## src/rtl/qdma_stm_h2c_hdr_strip_if.sv

```systemverilog
// Signal bundle around qdma_stm_h2c_hdr_strip: the H2C input stream, the stripped
// payload stream with its per-packet sideband, and the packet-summary record.
interface qdma_stm_h2c_hdr_strip_if #(
   parameter int MAX_DATA_WIDTH = 512,
   parameter int TDEST_BITS     = 16,
   parameter int QID_BITS       = 11,
   parameter int BCNT_BITS      = 16
);
   logic [MAX_DATA_WIDTH-1:0] in_axis_tdata;
   logic                      in_axis_tvalid;
   logic                      in_axis_tready;
   logic [TDEST_BITS-1:0]     in_axis_tdest;
   logic                      in_axis_tuser;
   logic                      in_axis_tlast;

   logic [MAX_DATA_WIDTH-1:0] out_axis_tdata;
   logic                      out_axis_tvalid;
   logic                      out_axis_tready;
   logic                      out_axis_tlast;
   logic [QID_BITS-1:0]       out_axis_qid;
   logic [31:0]               out_axis_mdata;

   logic                      sum_vld;
   logic                      sum_rdy;
   logic [QID_BITS-1:0]       sum_qid;
   logic [BCNT_BITS-1:0]      sum_beats;
   logic                      sum_err;
   logic [15:0]               drop_cnt;

   modport master (
      output in_axis_tdata, in_axis_tvalid, in_axis_tdest, in_axis_tuser, in_axis_tlast,
      input  in_axis_tready,
      input  out_axis_tdata, out_axis_tvalid, out_axis_tlast, out_axis_qid, out_axis_mdata,
      output out_axis_tready,
      input  sum_vld, sum_qid, sum_beats, sum_err, drop_cnt,
      output sum_rdy
   );

   modport slave (
      input  in_axis_tdata, in_axis_tvalid, in_axis_tdest, in_axis_tuser, in_axis_tlast,
      output in_axis_tready,
      output out_axis_tdata, out_axis_tvalid, out_axis_tlast, out_axis_qid, out_axis_mdata,
      input  out_axis_tready,
      output sum_vld, sum_qid, sum_beats, sum_err, drop_cnt,
      input  sum_rdy
   );
endinterface

```

## src/rtl/qdma_stm_h2c_hdr_strip.sv

```systemverilog
// Strips the H2C stub header beat, forwards payload with qid/mdata sideband and emits one
// summary per packet. Optional tdest/qid consistency check: QDMA_H2C_STRIP_TDEST_CHK_EN.
module qdma_stm_h2c_hdr_strip #(
   parameter int MAX_DATA_WIDTH = 512,
   parameter int TDEST_BITS     = 16,
   parameter int QID_BITS       = 11,
   parameter int BCNT_BITS      = 16,
   parameter int TCQ            = 0
) (
   input logic                     clk,
   input logic                     rst_n,
   qdma_stm_h2c_hdr_strip_if.slave bus
);

   // Header beat layout of h2c_stub_hdr_beat_t: qid in the low bits, cdh_slot_0.tmh in [63:32].
   typedef struct packed {
      logic [31:0] tmh;
   } cdh_slot_t;

   typedef struct packed {
      logic [MAX_DATA_WIDTH-65:0] rsvd_hi;
      cdh_slot_t                  cdh_slot_0;
      logic [31-QID_BITS:0]       rsvd_lo;
      logic [QID_BITS-1:0]        qid;
   } h2c_stub_hdr_beat_t;

   typedef enum logic [0:0] {
      S_HDR = 1'b0,
      S_PLD = 1'b1
   } state_t;

   state_t                    state_r;
   state_t                    state_nxt_s;
   h2c_stub_hdr_beat_t        hdr_s;

   logic [QID_BITS-1:0]       qid_r;
   logic [QID_BITS-1:0]       qid_nxt_s;
   logic [31:0]               mdata_r;
   logic [31:0]               mdata_nxt_s;
   logic [BCNT_BITS-1:0]      bcnt_r;
   logic [BCNT_BITS-1:0]      bcnt_nxt_s;
   logic [BCNT_BITS-1:0]      bcnt_inc_s;
   logic                      err_r;
   logic                      err_nxt_s;

   logic                      tready_s;
   logic                      out_free_s;
   logic                      sum_free_s;
   logic                      tdest_err_s;
   logic                      out_load_s;
   logic                      sum_load_s;
   logic                      drop_s;
   logic [QID_BITS-1:0]       sum_qid_nxt_s;
   logic [BCNT_BITS-1:0]      sum_beats_nxt_s;
   logic                      sum_err_nxt_s;

   logic [MAX_DATA_WIDTH-1:0] out_tdata_r;
   logic                      out_tvalid_r;
   logic                      out_tlast_r;
   logic [QID_BITS-1:0]       out_qid_r;
   logic [31:0]               out_mdata_r;

   logic                      sum_vld_r;
   logic [QID_BITS-1:0]       sum_qid_r;
   logic [BCNT_BITS-1:0]      sum_beats_r;
   logic                      sum_err_r;
   logic [15:0]               drop_cnt_r;

   logic                      unused_s;

   assign hdr_s      = h2c_stub_hdr_beat_t'(bus.in_axis_tdata);
   assign out_free_s = !out_tvalid_r || bus.out_axis_tready;
   assign sum_free_s = !sum_vld_r || bus.sum_rdy;
   assign bcnt_inc_s = (&bcnt_r) ? bcnt_r : (bcnt_r + {{(BCNT_BITS-1){1'b0}}, 1'b1});

`ifdef QDMA_H2C_STRIP_TDEST_CHK_EN
   assign tdest_err_s = (bus.in_axis_tdest[5:0] != qid_r[5:0]);
   assign unused_s    = ^{hdr_s.rsvd_hi, hdr_s.rsvd_lo, bus.in_axis_tdest[TDEST_BITS-1:6], TCQ[0]};
`else
   assign tdest_err_s = 1'b0;
   assign unused_s    = ^{hdr_s.rsvd_hi, hdr_s.rsvd_lo, bus.in_axis_tdest, TCQ[0]};
`endif

   // Next-state, input ready and per-beat actions.
   always_comb begin
      state_nxt_s     = state_r;
      qid_nxt_s       = qid_r;
      mdata_nxt_s     = mdata_r;
      bcnt_nxt_s      = bcnt_r;
      err_nxt_s       = err_r;
      tready_s        = 1'b0;
      out_load_s      = 1'b0;
      sum_load_s      = 1'b0;
      drop_s          = 1'b0;
      sum_qid_nxt_s   = qid_r;
      sum_beats_nxt_s = bcnt_r;
      sum_err_nxt_s   = err_r;
      case (state_r)
         S_HDR: begin
            // An empty packet writes its summary immediately, so it needs the slot free.
            if (bus.in_axis_tuser && bus.in_axis_tlast) begin
               tready_s = sum_free_s;
            end else begin
               tready_s = 1'b1;
            end
            if (bus.in_axis_tvalid && tready_s) begin
               if (bus.in_axis_tuser) begin
                  qid_nxt_s   = hdr_s.qid;
                  mdata_nxt_s = hdr_s.cdh_slot_0.tmh;
                  bcnt_nxt_s  = {BCNT_BITS{1'b0}};
                  err_nxt_s   = 1'b0;
                  if (bus.in_axis_tlast) begin
                     sum_load_s      = 1'b1;
                     sum_qid_nxt_s   = hdr_s.qid;
                     sum_beats_nxt_s = {BCNT_BITS{1'b0}};
                     sum_err_nxt_s   = 1'b1;
                  end else begin
                     state_nxt_s = S_PLD;
                  end
               end else begin
                  drop_s = 1'b1;
               end
            end else begin
               drop_s = 1'b0;
            end
         end
         S_PLD: begin
            tready_s = out_free_s && (!bus.in_axis_tlast || sum_free_s);
            if (bus.in_axis_tvalid && tready_s) begin
               out_load_s = 1'b1;
               bcnt_nxt_s = bcnt_inc_s;
               err_nxt_s  = err_r || bus.in_axis_tuser || tdest_err_s;
               if (bus.in_axis_tlast) begin
                  sum_load_s      = 1'b1;
                  sum_qid_nxt_s   = qid_r;
                  sum_beats_nxt_s = bcnt_inc_s;
                  sum_err_nxt_s   = err_nxt_s;
                  state_nxt_s     = S_HDR;
               end else begin
                  sum_load_s = 1'b0;
               end
            end else begin
               out_load_s = 1'b0;
            end
         end
         default: begin
            state_nxt_s = S_HDR;
         end
      endcase
   end

   // FSM state and per-packet context.
   always_ff @(posedge clk or negedge rst_n) begin
      if (!rst_n) begin
         state_r <= S_HDR;
         qid_r   <= {QID_BITS{1'b0}};
         mdata_r <= 32'h0000_0000;
         bcnt_r  <= {BCNT_BITS{1'b0}};
         err_r   <= 1'b0;
      end else begin
         state_r <= state_nxt_s;
         qid_r   <= qid_nxt_s;
         mdata_r <= mdata_nxt_s;
         bcnt_r  <= bcnt_nxt_s;
         err_r   <= err_nxt_s;
      end
   end

   // Payload output register; holds data while stalled.
   always_ff @(posedge clk or negedge rst_n) begin
      if (!rst_n) begin
         out_tdata_r  <= {MAX_DATA_WIDTH{1'b0}};
         out_tvalid_r <= 1'b0;
         out_tlast_r  <= 1'b0;
         out_qid_r    <= {QID_BITS{1'b0}};
         out_mdata_r  <= 32'h0000_0000;
      end else if (out_load_s) begin
         out_tdata_r  <= bus.in_axis_tdata;
         out_tvalid_r <= 1'b1;
         out_tlast_r  <= bus.in_axis_tlast;
         out_qid_r    <= qid_r;
         out_mdata_r  <= mdata_r;
      end else if (bus.out_axis_tready) begin
         out_tvalid_r <= 1'b0;
      end else begin
         out_tvalid_r <= out_tvalid_r;
      end
   end

   // Single-entry summary slot; a new record may replace one consumed this cycle.
   always_ff @(posedge clk or negedge rst_n) begin
      if (!rst_n) begin
         sum_vld_r   <= 1'b0;
         sum_qid_r   <= {QID_BITS{1'b0}};
         sum_beats_r <= {BCNT_BITS{1'b0}};
         sum_err_r   <= 1'b0;
      end else if (sum_load_s) begin
         sum_vld_r   <= 1'b1;
         sum_qid_r   <= sum_qid_nxt_s;
         sum_beats_r <= sum_beats_nxt_s;
         sum_err_r   <= sum_err_nxt_s;
      end else if (bus.sum_rdy) begin
         sum_vld_r <= 1'b0;
      end else begin
         sum_vld_r <= sum_vld_r;
      end
   end

   // Saturating count of beats dropped outside a packet.
   always_ff @(posedge clk or negedge rst_n) begin
      if (!rst_n) begin
         drop_cnt_r <= 16'h0000;
      end else if (drop_s && (drop_cnt_r != 16'hFFFF)) begin
         drop_cnt_r <= drop_cnt_r + 16'h0001;
      end else begin
         drop_cnt_r <= drop_cnt_r;
      end
   end

   assign bus.in_axis_tready  = tready_s;
   assign bus.out_axis_tdata  = out_tdata_r;
   assign bus.out_axis_tvalid = out_tvalid_r;
   assign bus.out_axis_tlast  = out_tlast_r;
   assign bus.out_axis_qid    = out_qid_r;
   assign bus.out_axis_mdata  = out_mdata_r;
   assign bus.sum_vld         = sum_vld_r;
   assign bus.sum_qid         = sum_qid_r;
   assign bus.sum_beats       = sum_beats_r;
   assign bus.sum_err         = sum_err_r;
   assign bus.drop_cnt        = drop_cnt_r;

endmodule

```

## src/flat_wrapper.sv

```systemverilog
// flat-port wrapper written by rule: the top's interface ports become plain ports
module qdma_stm_h2c_hdr_strip_flat 
#(
   parameter int MAX_DATA_WIDTH = 512,
   parameter int TDEST_BITS     = 16,
   parameter int QID_BITS       = 11,
   parameter int BCNT_BITS      = 16,
   parameter int TCQ            = 0
)
  (clk, rst_n, bus_in_axis_tdata, bus_in_axis_tvalid, bus_in_axis_tdest, bus_in_axis_tuser, bus_in_axis_tlast, bus_in_axis_tready, bus_out_axis_tdata, bus_out_axis_tvalid, bus_out_axis_tlast, bus_out_axis_qid, bus_out_axis_mdata, bus_out_axis_tready, bus_sum_vld, bus_sum_qid, bus_sum_beats, bus_sum_err, bus_drop_cnt, bus_sum_rdy);
  qdma_stm_h2c_hdr_strip_if #(.MAX_DATA_WIDTH(MAX_DATA_WIDTH), .TDEST_BITS(TDEST_BITS), .QID_BITS(QID_BITS), .BCNT_BITS(BCNT_BITS)) bus_i ();
  input logic clk;
  input logic rst_n;
  input wire logic [$bits(bus_i.in_axis_tdata)-1:0] bus_in_axis_tdata;
  input wire logic [$bits(bus_i.in_axis_tvalid)-1:0] bus_in_axis_tvalid;
  input wire logic [$bits(bus_i.in_axis_tdest)-1:0] bus_in_axis_tdest;
  input wire logic [$bits(bus_i.in_axis_tuser)-1:0] bus_in_axis_tuser;
  input wire logic [$bits(bus_i.in_axis_tlast)-1:0] bus_in_axis_tlast;
  output wire logic [$bits(bus_i.in_axis_tready)-1:0] bus_in_axis_tready;
  output wire logic [$bits(bus_i.out_axis_tdata)-1:0] bus_out_axis_tdata;
  output wire logic [$bits(bus_i.out_axis_tvalid)-1:0] bus_out_axis_tvalid;
  output wire logic [$bits(bus_i.out_axis_tlast)-1:0] bus_out_axis_tlast;
  output wire logic [$bits(bus_i.out_axis_qid)-1:0] bus_out_axis_qid;
  output wire logic [$bits(bus_i.out_axis_mdata)-1:0] bus_out_axis_mdata;
  input wire logic [$bits(bus_i.out_axis_tready)-1:0] bus_out_axis_tready;
  output wire logic [$bits(bus_i.sum_vld)-1:0] bus_sum_vld;
  output wire logic [$bits(bus_i.sum_qid)-1:0] bus_sum_qid;
  output wire logic [$bits(bus_i.sum_beats)-1:0] bus_sum_beats;
  output wire logic [$bits(bus_i.sum_err)-1:0] bus_sum_err;
  output wire logic [$bits(bus_i.drop_cnt)-1:0] bus_drop_cnt;
  input wire logic [$bits(bus_i.sum_rdy)-1:0] bus_sum_rdy;
  assign bus_i.in_axis_tdata = bus_in_axis_tdata;
  assign bus_i.in_axis_tvalid = bus_in_axis_tvalid;
  assign bus_i.in_axis_tdest = bus_in_axis_tdest;
  assign bus_i.in_axis_tuser = bus_in_axis_tuser;
  assign bus_i.in_axis_tlast = bus_in_axis_tlast;
  assign bus_in_axis_tready = bus_i.in_axis_tready;
  assign bus_out_axis_tdata = bus_i.out_axis_tdata;
  assign bus_out_axis_tvalid = bus_i.out_axis_tvalid;
  assign bus_out_axis_tlast = bus_i.out_axis_tlast;
  assign bus_out_axis_qid = bus_i.out_axis_qid;
  assign bus_out_axis_mdata = bus_i.out_axis_mdata;
  assign bus_i.out_axis_tready = bus_out_axis_tready;
  assign bus_sum_vld = bus_i.sum_vld;
  assign bus_sum_qid = bus_i.sum_qid;
  assign bus_sum_beats = bus_i.sum_beats;
  assign bus_sum_err = bus_i.sum_err;
  assign bus_drop_cnt = bus_i.drop_cnt;
  assign bus_i.sum_rdy = bus_sum_rdy;
  qdma_stm_h2c_hdr_strip #(.MAX_DATA_WIDTH(MAX_DATA_WIDTH), .TDEST_BITS(TDEST_BITS), .QID_BITS(QID_BITS), .BCNT_BITS(BCNT_BITS), .TCQ(TCQ)) u_core (.clk(clk), .rst_n(rst_n), .bus(bus_i));
endmodule
```

## config.mk

```make
export PLATFORM = sky130hd
export DESIGN_NAME = qdma_stm_h2c_hdr_strip_flat
export DESIGN_NICKNAME = d
export VERILOG_FILES = /design/src/rtl/qdma_stm_h2c_hdr_strip_if.sv /design/src/rtl/qdma_stm_h2c_hdr_strip.sv /design/src/flat_wrapper.sv
export SDC_FILE = /design/constraint.sdc
export NUM_CORES = 1
export LEC_CHECK = 0
export CAP_MARGIN = 30
export CORE_AREA = 10 10 431 433
export CTS_BUF_LIST = sky130_fd_sc_hd__clkbuf_16
export DETAILED_ROUTE_END_ITERATION = 8
export DIE_AREA = 0 0 441 443
export SYNTH_ARGS = -nofsm -noshare
export SYNTH_HDL_FRONTEND = slang
export SYNTH_SLANG_ARGS = --single-unit
```

## constraint.sdc

```tcl
create_clock -name clk -period 2.7 [get_ports clk]
set_input_delay 0.54 -clock clk [delete_from_list [all_inputs] [get_ports clk]]
set_output_delay 0.54 -clock clk [all_outputs]
set_load 0.005 [all_outputs]
```

==> implementation parameters <==
Parameter                              Value

Outcome
  Status    complete, no violations

Floorplanning
  Die area    195000 µm²
  Count of boundary I/O pins    1138
  Floorplan die width    441 µm
  Starting density of the core    0.144
  Std-Cell Core Area    177000 µm²
  Total number of placement rows    155
  DIE HEIGHT    443 µm

Setup path
  Class of the most critical setup path    reg -> out
  Crit Reg-Reg Endpoint    u_core.bcnt_r[0]$_DFFE_PN0P_
  CP startpoint kind    register
  Critical path data required time    2.16 ns
  Largest driver fanout on the critical path    5
  Arrival @ worst endpoint    1.94 ns
  Worst reg-to-reg path cell count    5
  Startpoint of the most critical register-to-register path    u_core.bcnt_r[0]$_DFFE_PN0P_
  Register-to-register path setup slack    0.32 ns
  Endpoint class of the critical path    output pin

STA
  Worst-case clock skew    0.0651 ns
  Highest clock rate    0.404 GHz
  Final period utilization    0.917
  Finish-stage setup viols    0
  Fin. Hold Viols    0
  Unrepaired setup endpoints after global routing    false
  Transition at the pin with the smallest max-transition slack    0.580 ns
  Smallest hold slack    0.350 ns
  Max-Slew Margin vs Limit    0.612
  Total negative slack    0 ns
  Minimum clock period    2.48 ns
  Number of max-slew violations in the final report    0

Min path
  Cells on Worst Hold Path    3
  Path class of the lowest-slack min-delay path    in -> reg
  Capture endpoint of the worst hold path    u_core.bus.out_axis_tdata[22]$_DFFE_PN0P_
  Launch point of the worst hold path    bus_in_axis_tdata[22]

Logic synthesis
  Number of instances in the synthesized netlist    2757
  Number of storage elements in the synthesis netlist    663
  Most common library cells after synthesis    sky130_fd_sc_hd__nand2_1 (1707), sky130_fd_sc_hd__dfrtp_1 (663), sky130_fd_sc_hd__clkbuf_1 (75), sky130_fd_sc_hd__buf_2 (64), sky130_fd_sc_hd__mux2_2 (45)
  Sequential element share of the synthesized area    0.651
  Count of yosys warnings during synthesis    0
  Post-synthesis async set-or-reset flop share    1.00
  Post-synth net total    3294
  Most instantiated library cell after synthesis    sky130_fd_sc_hd__nand2_1
  Synth unique cells    52
  Largest area contributor in the synthesized netlist    sky130_fd_sc_hd__dfrtp_1
  Cell types with the largest area share after synthesis    sky130_fd_sc_hd__dfrtp_1 (65%), sky130_fd_sc_hd__nand2_1 (25%), sky130_fd_sc_hd__mux2_2 (2.0%), sky130_fd_sc_hd__buf_2 (1.3%), sky130_fd_sc_hd__clkbuf_1 (1.1%)
  Number of enable flip-flop cells after synthesis    0
  Mapped Avg Cell Area    9.24 µm²
  Commonest register cell after synthesis    sky130_fd_sc_hd__dfrtp_1
  Area of the mapped netlist    25500 µm²
  Area share of the largest cell type after synthesis    0.651

GRT
  Via count of the first global-routing pass    24.3k
  Met3 layer usage reported by global route    0.0509
  Routing layer with the top usage in global route    met2
  Overall global routing resource usage    0.159
  Global routing usage on met1    0.178
  Overall overflow remaining after global route    0
  Largest net degree at the start of global routing    71
  Global-route wire length before repair    216000 µm
  Met2 routing resource usage after global routing    0.285
  Antenna violations before repair    56

Clock network
  Total clock sinks    663
  Buffer cell driving the clock tree root    sky130_fd_sc_hd__clkbuf_16
  Number of CTS-inserted buffers    84
  Worst-path clk slew    0.06 ns
  Count of H-tree levels built during CTS    3
  TritonCTS clock tree    built
  Buffer count from post-CTS setup fixing    0
  Clock Tree Buf Depth    3
  Source-to-sink clock delay at the later pin of the worst-skew pair    0.72 ns

Detailed routing
  Detailed Routing Iterations Pass 1    5
  Remaining number of nets flagged by the antenna check after routing    0
  Total wire length    161000 µm
  Via count    23.7k
  Vias per cell    3.73
  Number of design-rule violations left by the first detailed-router iteration    1624
  Number of design rule violations left after detail routing    0
  Mean routed wirelength per cell    25.3 µm

Power and ir drop
  Maximum ir drop on the vdd rail    0.612 mV
  Proportion of total power due to net switching    0.348
  Pwr Density    1030 nW/µm²
  Share of total power in sequential cells    0.366
  Clock Power Share    0.265
  Share of total power in combinational logic    0.369
  Internal power of the cells    29000 µW
  Cell leakage power    0.0201 µW
  Power spent charging and discharging nets    15400 µW
  Final Total Pwr    44400 µW

Final layout
  Layout cell share with drive strength beyond 1    0.0746
  Layout Area Growth over Synthesis    69.5%
  Post-layout util    0.244
  Number of fill cells    19.1k
  Cell area after layout    43200 µm²
  Number of nets in the layout    4464

Place
  Number of buffers inserted by port buffering    1121
  Post-Place Cell Area    40400 µm²
  Dpl hpwl    134000 µm
  Routability congestion estimate from global placement    0.912

Job
  Max-cap viol count    0
==> worst max-delay path: stages (launching register included) <==
cell,delay [ns]
sky130_fd_sc_hd__dfrtp_1,0.39
sky130_fd_sc_hd__nand2b_1,0.25
sky130_fd_sc_hd__nand2_1,0.10
sky130_fd_sc_hd__a22oi_1,0.29
sky130_fd_sc_hd__buf_12,0.18
==> timing repair <==
action / in CTS / in global routing
endpoints found under the hold margin: 30 / 0
hold buffers: 1 / 0
endpoints found under the setup margin: 0 / 0
resized for setup: 0 / 0
==> sequential cells by signal, summed over array words and instances, names as in the netlist <==
signal                      count
u_core.bcnt_r                  16
u_core.bus.sum_vld              1
u_core.bus.out_axis_mdata      32
u_core.state_r                  1
u_core.qid_r                   11
u_core.mdata_r                 32
u_core.bus.sum_beats           16
u_core.err_r                    1
u_core.bus.drop_cnt            16
u_core.bus.out_axis_tlast       1
u_core.bus.sum_qid             11
u_core.bus.sum_err              1
u_core.bus.out_axis_tdata     512
u_core.bus.out_axis_qid        11
u_core.bus.out_axis_tvalid      1
==> power groups by stage <==
stage / sequential (µW) / combinational (µW) / clock, µW
floorplan: 16100 / 3630 / 0
global placement: 16200 / 17000 / 0
detailed placement: 16300 / 17000 / 0
CTS: 16300 / 17100 / 12200
global route: 16700 / 17800 / 12600
finish: 16300 / 16400 / 11800
==> cells in the final DEF (no fill, tap or decap), drive strengths merged, types with 12 or more instances in the layout <==
| master | n |
|---|---|
| inv | 27 |
| o21ai | 30 |
| buf | 111 |
| mux2 | 45 |
| a21oi | 13 |
| clkinv | 31 |
| dfrtp | 663 |
| nand2 | 1707 |
| clkbuf | 85 |
| nand3 | 15 |
| nor2 | 21 |
| a31oi | 12 |
| clkdlybuf4s50 | 1116 |
| mux2i | 12 |
| xnor2 | 14 |
| nand4 | 12 |
==> kinds of logic (layout without fill, tap and decap cells) <==
family | count (synthesis) | count (layout) | synth area share
adder cells (fa/ha/maj) | 2 | 2 | 0.000982
AO/OA/AOI/OAI | 74 | 74 | 0.0186
buffers and inverters | 149 | 1385 | 0.0257
multiplexers | 57 | 57 | 0.0246
AND/OR/NAND/NOR | 1788 | 1788 | 0.271
XOR/XNOR | 24 | 24 | 0.00825
other | 0 | 4 | 0
flip-flops | 663 | 663 | 0.651
==> cell type report <==
class	instances	area, µm²	share of cell area
clock inverters	67	688	0.0159
inverters	5	18.8	0.000434
repair buffers	1228	12500	0.290
well taps	2355	2950	0.0682
diodes	4	10.0	0.000232
flip-flops and latches	663	16600	0.384
multi-input cells	1945	8270	0.191
clock buffers	85	2130	0.0492
==> per-layer routing <==
layer	wire, µm	vias up
met5	40	-
met4	4900	6
met3	12600	218
met2	82700	825
met1	60600	11700
li1	-	10900
==> worst max path at each step <==
stage,cells past startpoint,startpoint,endpoint
2_1_floorplan,6,u_core.bcnt_r[0]$_DFFE_PN0P_,u_core.bcnt_r[0]$_DFFE_PN0P_
3_3_place_gp,8,bus_in_axis_tvalid,u_core.bus.out_axis_tdata[183]$_DFFE_PN0P_
3_5_place_dp,7,bus_in_axis_tvalid,u_core.bus.drop_cnt[14]$_DFFE_PN0P_
4_1_cts,1,u_core.bus.out_axis_tdata[368]$_DFFE_PN0P_,bus_out_axis_tdata[368]
5_1_grt,4,u_core.bus.out_axis_tvalid$_DFFE_PN0P_,bus_in_axis_tready
6_report,4,u_core.bus.out_axis_tvalid$_DFFE_PN0P_,bus_in_axis_tready
==> metrics by stage <==
step	instances	setup slack (ns)
floorplan	2757	0.674
global placement	6195	-0.00795
detailed placement	6195	-0.0379
CTS	6348	0.0550
global route	6352	0.0724
finish	6352	0.225
Note: power is estimated with default switching activity, not from simulation.
